$ cat config.mk
export PLATFORM = sky130hd
export DESIGN_NAME = sub_serial
export DESIGN_NICKNAME = d
export VERILOG_FILES = /design/src/rtl/sub_serial.sv
export SDC_FILE = /design/constraint.sdc
export NUM_CORES = 1
export LEC_CHECK = 0
export ABC_AREA = 1
export CELL_PAD_IN_SITES_DETAIL_PLACEMENT = 1
export CELL_PAD_IN_SITES_GLOBAL_PLACEMENT = 2
export CORE_AREA = 2 2 87 80
export CTS_CLUSTER_SIZE = 10
export DETAILED_ROUTE_END_ITERATION = 8
export DIE_AREA = 0 0 89 82
export PLACE_DENSITY_LB_ADDON = 0.1
export REMOVE_ABC_BUFFERS = 1
export SLEW_MARGIN = 20
export SYNTH_ARGS = -nofsm -noshare
export SYNTH_HDL_FRONTEND = slang
export SYNTH_SLANG_ARGS = --single-unit
$ cat constraint.sdc
create_clock -name clk -period 1.95 [get_ports clk]
set_input_delay 0.2925 -clock clk [delete_from_list [all_inputs] [get_ports clk]]
set_output_delay 0.2925 -clock clk [all_outputs]
set_load 0.1 [all_outputs]
$ cat src/rtl/sub_serial.sv
// sub_serial: bit-serial a-b subtractor, one bit per clock LSB first, optional signed overflow via SUB_SERIAL_OVF_EN
//   clk, rst (sync active-high); start/a/b request; busy, done, diff, borrow, ovf (only with SUB_SERIAL_OVF_EN)
module sub_serial #(
  parameter int WIDTH = 8
) (
  input  logic             clk,
  input  logic             rst,
  input  logic             start,
  input  logic [WIDTH-1:0] a,
  input  logic [WIDTH-1:0] b,
  output logic             busy,
  output logic             done,
  output logic [WIDTH-1:0] diff,
`ifdef SUB_SERIAL_OVF_EN
  output logic             ovf,
`endif
  output logic             borrow
);
  localparam int CW = (WIDTH > 2) ? $clog2(WIDTH) : 1;
  localparam logic [1:0] IDLE = 2'd0;
  localparam logic [1:0] RUN  = 2'd1;
  localparam logic [1:0] DONE = 2'd2;
  logic [1:0]       state;
  logic [WIDTH-1:0] sa, sb, sd;
  logic             bin;
  logic [CW-1:0]    cnt;
  logic             d, bo, last;
`ifdef SUB_SERIAL_OVF_EN
  logic             a_msb, b_msb;
`endif
  assign d    = sa[0] ^ sb[0] ^ bin;
  assign bo   = (~sa[0] & sb[0]) | (~(sa[0] ^ sb[0]) & bin);
  assign last = cnt == CW'(WIDTH - 1);
  assign busy = state == RUN;
  assign done = state == DONE;
  always_ff @(posedge clk) begin
    if (rst) begin
      state  <= IDLE;
      sa     <= '0;
      sb     <= '0;
      sd     <= '0;
      bin    <= 1'b0;
      cnt    <= '0;
      diff   <= '0;
      borrow <= 1'b0;
`ifdef SUB_SERIAL_OVF_EN
      a_msb  <= 1'b0;
      b_msb  <= 1'b0;
      ovf    <= 1'b0;
`endif
    end else if (state == IDLE) begin
      if (start) begin
        state <= RUN;
        sa    <= a;
        sb    <= b;
        bin   <= 1'b0;
        cnt   <= '0;
`ifdef SUB_SERIAL_OVF_EN
        a_msb <= a[WIDTH-1];
        b_msb <= b[WIDTH-1];
`endif
      end
    end else if (state == RUN) begin
      sa  <= sa >> 1;
      sb  <= sb >> 1;
      sd  <= {d, sd[WIDTH-1:1]};
      bin <= bo;
      cnt <= cnt + 1'b1;
      if (last) begin
        state  <= DONE;
        diff   <= {d, sd[WIDTH-1:1]};
        borrow <= bo;
`ifdef SUB_SERIAL_OVF_EN
        ovf    <= (a_msb != b_msb) && (d != a_msb);
`endif
      end
    end else begin
      state <= IDLE;
    end
  end
endmodule

Word level (Yosys, flattened, before mapping) --
Cells that the tools add are included.
Operators by class: muxes and demuxes 16, $add $sub $neg 1, bitwise gates (word level) 8, reduce and logical (&&, ||, !) cells 6, equal/unequal tests 5
Operator list (count):
- two-way mux 8 bit | 6
- two-way mux 3 bit | 3
- two-way mux 2 bit | 4
- AND reduction 2 bit | 3
- adder 3 x 1 -> 3 bit, second input constant | 1
- equality test 3 bit, second input constant | 1
- two-way mux 1 bit | 3
- != test 3 x 1 -> 1 bit, second input constant | 1
- NOT 1 bit | 3
- AND reduction 3 bit | 1
- bitwise AND 1 bit | 2
- equality test 2 x 1 -> 1 bit, second input constant | 1
- equality test 2 bit, second input constant | 1
- zero test 2 bit | 1
- != test 2 bit, second input constant | 1
- nonzero test 2 bit | 1
- XOR 1 bit | 2
- bitwise OR 1 bit | 1
Word-level totals: flip-flop bits (word level) 39, output and inout port bits 11, logic and storage cells 44

Depth between registers and ports, before layout --
Gate-level depths: netlist (run 1).
depth in word-level cells 6, mapped depth 8, depth with buffers taken out 6

Least setup slack after synthesis (run 1) --
No wires, ideal clock.
path kind reg-to-output, start point register state[0], end point output port done, buffers on the path 2, arrival time 1.845 ns, slack -0.188 ns, stages on the path, launching flop included 4, path through dfxtp_1 > buf_6 > buf_2 > nor2_1
Between the ends: cells in the longest elaborated chain, start to end 1
RTL lines:
- start, declared | RTL line 23 | logic [1:0] state;
- start signal, assigned | RTL line 38 | state <= IDLE;
- start signal, assigned | RTL line 53 | state <= RUN;
- start signal, assigned | RTL line 70 | state <= DONE;
- equality test 2 bit | RTL line 35 | assign done = state == DONE;
- end, declared | RTL line 12 | output logic done,
Every way passes these cells.

Worst setup path after layout (run 1) --
start point register state[1], end point output port done
Same word-level chain as after synthesis.

==> impl_metrics.csv, run 1 <==
group,metric,value,unit
worst_setup_path,reg2reg_to,"diff[7]",
clock_network,ctsHoldBuffers,0,
route,routed-wl-met3,161,um
power,peakVddDrop,0.000245,V
status,outcome,"finished clean",
placed_design,gp_congestion,0.670,
cells_and_area,area_growth_syn_to_layout,25.5,%
logic_synthesis,ys.flop_type,"dfxtp_1",
logic_synthesis,synth.most_common_cell,"nand2_1",
min_path,holdPathStages,2,
route,drc,0,
logic_synthesis,ys_seq_area_share,43.6,%
worst_setup_path,r2r_start,"cnt[0]",
global_route,grt_max_degree,35,
placed_design,hpwl,2670,um
global_route,grt-ovfl-total,0,
die,ios,30,
global_route,grt_pass1_wl,6920,um
sta,relSlewSlack,73.7,%
route,top_layer,"met4",
global_route,grt_pass1_vias,1502,
power,finalPower,1.68,mW
power,p_leak,1.02,nW
logic_synthesis,synth_edf_count,0,
route,viasPerCell,4.16,
clock_network,cts_tree,"built",
die,num_rows,28,
clock_network,cts-root-buf,"clkbuf_8",
worst_setup_path,slowest_delay,430,ps
worst_setup_path,path_class,"reg -> out",
sta,setup_viol,0,
worst_setup_path,crit_start,"state[1]",
route,ant_nets,0,
worst_setup_path,cp_top_family,"buffers and inverters",
logic_synthesis,ys_warn_count,0,
cells_and_area,n_antenna_cell,0,
route,drt-initial-drc-count,48,
clock_network,clkTransAtPathRegs,80,ps
cells_and_area,layout-drive-gt1-share,11.4,%
worst_setup_path,crit_chain,"buf_4 > inv_2 > nor2_1 > buf_12",
worst_setup_path,end_kind,"output port",
logic_synthesis,synth_common_cells,"83 x nand2_1, 49 x nor2_1, 38 x dfxtp_1, 22 x o21ai_0, 20 x inv_1",
logic_synthesis,syn_area_per_cell,6.89,um2
sta,slew_violations,0,
cells_and_area,nNetsFinal,302,
route,num_vias,1545,
global_route,antenna_found_initial,0,
logic_synthesis,async_reset_ff_share,0,%
flow_run,maxCapViolations,0,
min_path,worstHoldStart,"sd[3]",
sta,fin_crit,1760,ps
route,met2_length,1790,um
clock_network,h-tree-depth,2,
logic_synthesis,netlist.area_leader.share,43.6,%
logic_synthesis,synth_cells,253,
sta,fin_skew,5.47,ps
die,die_w,89,um
clock_network,clock_latency,290,ps
logic_synthesis,yosysTopAreaCell,"dfxtp_1",
logic_synthesis,synthTopCellsByArea,"dfxtp_1 44%, nand2_1 18%, nor2_1 11%, o21ai_0 6.3%, inv_1 4.3%",
placed_design,io_buffer_count,29,
worst_setup_path,start_kind,"flop",
sta,post-route-period-util,90.4,%
sta,hold_viol_final,0,
worst_setup_path,critical_path_arrival,1470,ps
clock_network,clock-sinks,38,
worst_setup_path,required,1660,ps
logic_synthesis,synth.cell_area,1740,um2
clock_network,cts_setup_buffers,0,
die,dieArea,7300,um2
clock_network,clk_path_buf_depth,2,
min_path,hold_path_class,"reg -> reg",
power,power_density,766,nW/um2
worst_setup_path,worstRegToRegCells,6,
route,first_pass_iters,4,
sta,rsz0062_at_grt,"false",
sta,fmax,567,MHz
worst_setup_path,crit_slowest_cell,"dfxtp_1",
route,detail_route.wl_per_cell,11.2,um
sta,worst_pin_slew,393,ps
logic_synthesis,ys_types,19,
route,drt_wl_total,4140,um
clock_network,cts_buffers,5,
global_route,gr-usage-all-layers,12.4,%
die,coreArea,6450,um2
sta,whs,461,ps
die,die_height,82,um
worst_setup_path,crit_fanout,16,
logic_synthesis,yosys_register_bits,38,
die,initial_core_util,27.1,%
min_path,hold_end,"diff[2]",
clock_network,ctsResizeCount,0,
worst_setup_path,rrSetupSlack,590,ps
route,drt-met1-wl,2130,um
worst_setup_path,crit_buf_inv,3,
worst register-to-register path, delay by kind of cell (launching register included):
kind | cells | cell delay, ps
adder cells (fa/ha/maj) | 2 | 330
flip-flops | 1 | 360
AND/OR/NAND/NOR | 4 | 610
final cells by class:
cell class / count / area [um2]
Clock buffer: 7 / 86.3
Tap cell: 90 / 113
Timing Repair Buffer: 34 / 338
Inverter: 22 / 82.6
Sequential cell: 38 / 761
Multi-Input combinational cell: 179 / 803
Fill cell: 848 / 4260
Clock inverter: 1 / 5.00
where the power goes:
group | leakage, nW | internal, mW | total, mW | switching [mW]
clock | 0.0482 | 0.285 | 0.564 | 0.279
combinational | 0.663 | 0.113 | 0.264 | 0.151
sequential | 0.312 | 0.823 | 0.848 | 0.0246
total | 1.02 | 1.22 | 1.68 | 0.454
worst max path at each step:
stage                 end  slack, ps  depth (start not counted)
detailed placement  sb[3]        470                          6
CTS                  done        160                          4
global route         done         80                          4
finish               done        190                          4
global placement    sa[0]        480                          6
floorplan            done       -390                          2
cells by family (layout without fill, tap and decap cells):
| group | after synthesis | after routing | synth area share (%) |
|---|---|---|---|
| flip-flops | 38 | 38 | 43.6 |
| AND/OR/NAND/NOR | 147 | 147 | 34.5 |
| adder cells (fa/ha/maj) | 3 | 3 | 2.58 |
| AO/OA/AOI/OAI | 29 | 29 | 8.97 |
| buffers and inverters | 36 | 64 | 10.3 |
cell usage in the layout (no fill, tap or decap), drive strengths merged:
| cell type | instances |
|---|---|
| a21oi | 6 |
| buf | 16 |
| clkbuf | 7 |
| clkdlybuf4s50 | 18 |
| clkinv | 1 |
| dfxtp | 38 |
| fa | 1 |
| ha | 2 |
| inv | 22 |
| nand2 | 85 |
| nand3 | 9 |
| nor2 | 52 |
| o21ai | 23 |
| or2 | 1 |
state kept, by name, indices dropped and copies added (netlist names):
signal / flops
bin: 1
borrow: 1
cnt: 3
diff: 8
sa: 8
sb: 8
sd: 7
state: 2
metal layers:
metal	up-vias	global-route usage, %
met3	7	3.22
li1	821	-
met1	692	16.0
met2	25	19.8
met4	0	4.93
met5	-	0
through the flow:
step	worst slack (ps)	instances	area (um2)	utilization (%)	setup TNS (ps)
global placement	480	363	2100	32.5	0
CTS	159	371	2190	33.9	0
global route	80.0	371	2190	33.9	0
floorplan	-390	239	1650	-	-390
detailed placement	468	363	2100	32.5	0
finish	187	371	2190	33.9	0
No activity file was read; power rests on OpenSTA's default activity.
==> inputs of run 2 (changes only) <==
Settings changed: SLEW_MARGIN 20 to 40, TNS_END_PERCENT from default to 100.
==> results of run 2 <==
The final DEF is identical to that of run 1; final timing and power are the same.
==> inputs of run 3 (changes only) <==
Settings changed: GPL_TIMING_DRIVEN from default to 1.
==> results of run 3 <==
The final DEF is identical to that of run 1; final timing and power are the same.
==> patch 1: new RTL, settings of run 2 <==
Add a define of `SUB_SERIAL_OVF_EN`.
--- a/src/rtl/sub_serial.sv
+++ b/src/rtl/sub_serial.sv
@@ -1,5 +1,7 @@
 // sub_serial: bit-serial a-b subtractor, one bit per clock LSB first, optional signed overflow via SUB_SERIAL_OVF_EN
 //   clk, rst (sync active-high); start/a/b request; busy, done, diff, borrow, ovf (only with SUB_SERIAL_OVF_EN)
+`define SUB_SERIAL_OVF_EN
+
 module sub_serial #(
   parameter int WIDTH = 8
 ) (
Function (old outputs only; new: ovf): kept (Yosys induction, for registers that start in step).
==> patch 1 against run 2 <==
- fmax rose by 6.2%
- register-to-register slack got worse by 0.06 ns
- area after synthesis rose by 9.4%
- clock power rose by 26%
- cell area rose by 7.8%
- synthesized cell count rose by 4.7%
- total power rose by 14%
- wire length rose by 4.0%
- sequential cell count rose by 3
- setup slack improved by 0.10 ns
- combinational power rose by 11%
==> patch 1: results (changes against run 2) <==
* Outcome: completed
* Sequential cell area share at 34.8% (about the same)
* Multi-input gate count at 184 (+2.8%)
* GPL Wtd Cong at 0.681 (+1.7%)
* First-pass GRT wire length at 7450 um (+7.6%)
* GRT Total Usage at 13.4% (+0.99 points)
* Share of post-route cells with drive strength above 1 at 15.3% (+3.9 points)
* Yosys cell types at 25 (+6)
* Met1 wire length at 2360 um (+11%)
* Largest cells by area after synthesis: dfxtp_1 (43%), nand2_1 (18%), nor2_1 (7.7%), inv_1 (4.9%), buf_6 (3.0%)
* Via count at 1,606 (+3.9%)
* Final Skew at 0.00719 ns (+0.00172 ns)
* Lkg Pwr at 0.00103 uW (+0.76%)
* Initial drt markers at 44 (-8.3%)
* Multi-input gate share of total cell area at 36.6% (-0.068 points)
* Metal3 WL at 183 um (+14%)
* Crit path max fanout at 12 (-4)
* # nets final at 316 (+4.6%)
* PortBufs at 30 (+3.4%)
* GR Layer Usage met1 at 18.1% (+2.1 points)
* Sequential share of the synthesized area at 43.0% (-0.60 points)
* Critical Path AT at 1.37 ns (-0.10 ns)
* Commonest cells post-synth: nand2_1 (91), dfxtp_1 (41), nor2_1 (39), inv_1 (25), o21ai_0 (11)
* Metal2 WL at 1700 um (-5.0%)
* Seq cells at 41 (+7.9%)
* Inverters at 28 (+27%)
* ClkCell Share at 4.93% (+0.76 points)
* VDD IR-drop max at 0.000352 V (+44%)
* Met3 Use GR at 4.12% (+0.90 points)
-- patch 1: cell types whose count changed after synthesis, moves of 3 or more --
| cell | run 2 | this run |
|---|---|---|
| a21oi_1 | 6 | 10 |
| a21oi_2 | 0 | 5 |
| buf_2 | 6 | 2 |
| buf_4 | 4 | 1 |
| dfxtp_1 | 38 | 41 |
| inv_1 | 20 | 25 |
| nand2_1 | 83 | 91 |
| nand2_2 | 2 | 5 |
| nor2_1 | 49 | 39 |
| nor2_2 | 0 | 5 |
| o21ai_0 | 22 | 11 |
-- patch 1: cell families after synthesis --
family / after synthesis / share of synthesized area (%)
buffers and inverters: 40 / 11.7
flip-flops: 41 / 43.0
adder cells (fa/ha/maj): 3 / 2.36
AO/OA/AOI/OAI: 27 / 8.66
AND/OR/NAND/NOR: 154 / 34.3
-- patch 1: per-stage QoR --
stage          instances  setup slack [ns]  util [%]  power [uW]  hold slack [ns]
3_5_place_dp         377             0.445      34.8        1230            0.456
6_report             385             0.289      36.6        1920            0.461
4_1_cts              385             0.257      36.6        1960            0.467
5_1_grt              385             0.182      36.6        2040            0.485
3_3_place_gp         377             0.472      34.8        1230            0.455
2_1_floorplan        253            -0.158         -        1110            0.355
-- patch 1: critical path: stages (launching register included) --
cell and delay (ns):
dfxtp_1 0.38, inv_4 0.14, nand2_4 0.11, inv_2 0.23, buf_12 0.21
-- patch 1: power breakdown --
| part | switching (uW) | internal [uW] |
|---|---|---|
| logic | 172 | 121 |
| clock network | 293 | 417 |
| registers | 27.9 | 887 |
| total | 493 | 1420 |
-- patch 1: path summary, 6_finish.rpt --
path              slack [ns]  endpoint      from
setup / recovery        0.29      busy  state[1]
setup reg to reg        0.53   diff[1]    cnt[0]
hold / removal          0.46   diff[0]     sd[1]
hold reg to reg         0.46   diff[0]     sd[1]
==> patch 2: new RTL, settings of run 2 <==
Without the edit above. Reset style: asynchronous (`rst`), changed in one clocked block.
--- a/src/rtl/sub_serial.sv
+++ b/src/rtl/sub_serial.sv
@@ -33,7 +33,7 @@
   assign last = cnt == CW'(WIDTH - 1);
   assign busy = state == RUN;
   assign done = state == DONE;
-  always_ff @(posedge clk) begin
+  always_ff @(posedge clk or posedge rst) begin
     if (rst) begin
       state  <= IDLE;
       sa     <= '0;
Check against the original RTL: differs if rst is asserted again (counterexample within 4 cycles, from zero or initial values and one cycle with rst high); with rst held inactive, the same outputs for 10 cycles.
==> patch 2 against run 2 <==
- critical path depth down 1
- via count down 10%
- fmax up 13%
- setup slack better by 0.21 ns
- global-route usage up 0.74 points
- sequential cell count unchanged
- cell area up 1.8%
- wire length down 0.48%
- area after synthesis up 1.7%
- worst hold slack worse by 0.042 ns
- synthesized cell count down 19%
- register-to-register slack worse by 0.05 ns
- non-clock buffer count down 1
Power is not compared: it rests on default switching activity, and its combinational part moved more than twofold at a synthesized area within 25%.
==> patch 2: results (changes against run 2) <==
* Outcome: completed
* CTS resizes at 0 (unchanged)
* Diodes inserted at 0 (unchanged)
* CP max stage delay at 0.49 ns (+0.06 ns)
* Largest net degree at the start of global routing at 39 (+11%)
* Number of flops mapped to enable cells by yosys at 0 (unchanged)
* Switching share of power at 50.2%
* Max transition margin at 66.6% (-7.2 points)
* Root Buffer: clkbuf_8
* Crit path max fanout at 3 (-13)
* Async SR Flop Fraction at 100% (+100 points)
* DRT Pass-1 Iters at 4 (unchanged)
* Initial drt markers at 45 (-6.3%)
* Number of global-route vias before repair at 1,478 (-1.6%)
* Setup violators final at 0 (unchanged)
* # nets final at 258 (-15%)
* Commonest cells post-synth: nand2_1 (100), dfrtp_1 (38), o21ai_0 (23), inv_1 (11), o21ai_2 (9)
* Final WL at 4120 um (-0.48%)
* GR Layer Usage met1 at 17.2% (+1.2 points)
* Delay-heaviest family, CP: flip-flops
* Setup bufs post-CTS at 0 (unchanged)
* Crit. Startpoint: state[1]
* Vias per inst at 4.25 (+2.1%)
* Lkg Pwr at 0.00113 uW
* Final Skew at 0.00907 ns (+0.00359 ns)
* HPWL Detailed at 2740 um (+2.3%)
* PortBufs at 29 (unchanged)
* Sequential share of the synthesized area at 53.6% (+10 points)
* Critical Path AT at 1.26 ns (-0.21 ns)
* Yosys cell types at 19 (unchanged)
* Fillers at 800 (-5.7%)
* Met2 GRT Util at 21.2% (+1.4 points)
* Syn. warnings at 0 (unchanged)
* Initial antenna violation count at 0 (unchanged)
* GPL Wtd Cong at 0.697 (+4.1%)
* Cts bufs inserted at 5 (unchanged)
* Largest cells by area after synthesis: dfrtp_1 (54%), nand2_1 (21%), o21ai_0 (6.5%), o21ai_2 (4.4%), inv_1 (2.3%)
* GRT Total Usage at 13.2% (+0.74 points)
* Cell Area, Placed at 2130 sq um (+1.7%)
* First-pass GRT wire length at 7220 um (+4.3%)
* Share of post-route cells with drive strength above 1 at 16.9% (+5.5 points)
* Hold Crit Class: primary input to async pin
* Top flop regs: diff: 8 flops, sa: 8 flops, sb: 8 flops
* Clk_lat worst skew at 0.29 ns (about the same)
* CTS max path bufs at 2 (unchanged)
* Worst r2r src: cnt[0]
* Met3 Use GR at 3.72% (+0.50 points)
* Deepest level of the CTS H-tree at 2 (unchanged)
* Clk pin slew, worst setup/hold paths at 0.08 ns (about the same)
* Slowest CP cell: dfrtp_1
## patch 2: logic make-up after synthesis
group                    Yosys count  share of synthesized area [%]
AO/OA/AOI/OAI                     33                           11.2
AND/OR/NAND/NOR                  108                           25.5
flip-flops                        38                           53.6
buffers and inverters             24                           7.12
adder cells (fa/ha/maj)            3                           2.54
## patch 2: routing by layer
metal | up-vias | part of all wire [%]
li1 | 695 | -
met1 | 670 | 48
met2 | 22 | 47
met3 | 4 | 3.6
met4 | 0 | 0.92
met5 | - | 0
## patch 2: layout make-up
cell class              instances  share of cell area [%]
clock inverters                 2                   0.561
inverters                      14                    2.47
flip-flops and latches         38                    42.7
repair buffers                 33                    14.3
clock buffers                   6                    3.71
well taps                      90                    5.05
multi-input cells             144                    31.3
## patch 2: path summary, 6_finish.rpt
kind | end | slack, ns | depth (start not counted)
hold reg to reg | diff[0] | 0.48 | 2
setup / recovery | done | 0.39 | 3
hold / removal | sd[6] | 0.42 | 3
max in group asynchronous | sa[7] | 1.17 | 3
setup reg to reg | diff[0] | 0.54 | 6
min in group clk | diff[0] | 0.48 | 2
## patch 2: power groups by stage
stage / Clock (uW) / Combinational (uW) / Sequential [uW]
floorplan: 0 / 903 / 1970
global placement: 0 / 2060 / 1340
detailed placement: 0 / 2100 / 1360
CTS: 605 / 2110 / 1350
global route: 642 / 2300 / 1390
finish: 577 / 2060 / 1340
## patch 2: per-stage QoR
step / setup WS (ns) / utilization, % / setup TNS [ns] / std cells / power, uW
after floorplan: -0.413 / - / -0.413 / 196 / 2880
after global placement: 0.505 / 33.1 / 0 / 319 / 3400
after detailed placement: 0.433 / 33.1 / 0 / 319 / 3460
after CTS: 0.375 / 34.6 / 0 / 327 / 4060
after global routing: 0.294 / 34.6 / 0 / 327 / 4340
final: 0.395 / 34.6 / 0 / 327 / 3980
## patch 2: worst min-delay path, stage by stage
cell and delay, ns:
clkdlybuf4s50_1 0.39, inv_1 0.05, buf_4 0.42
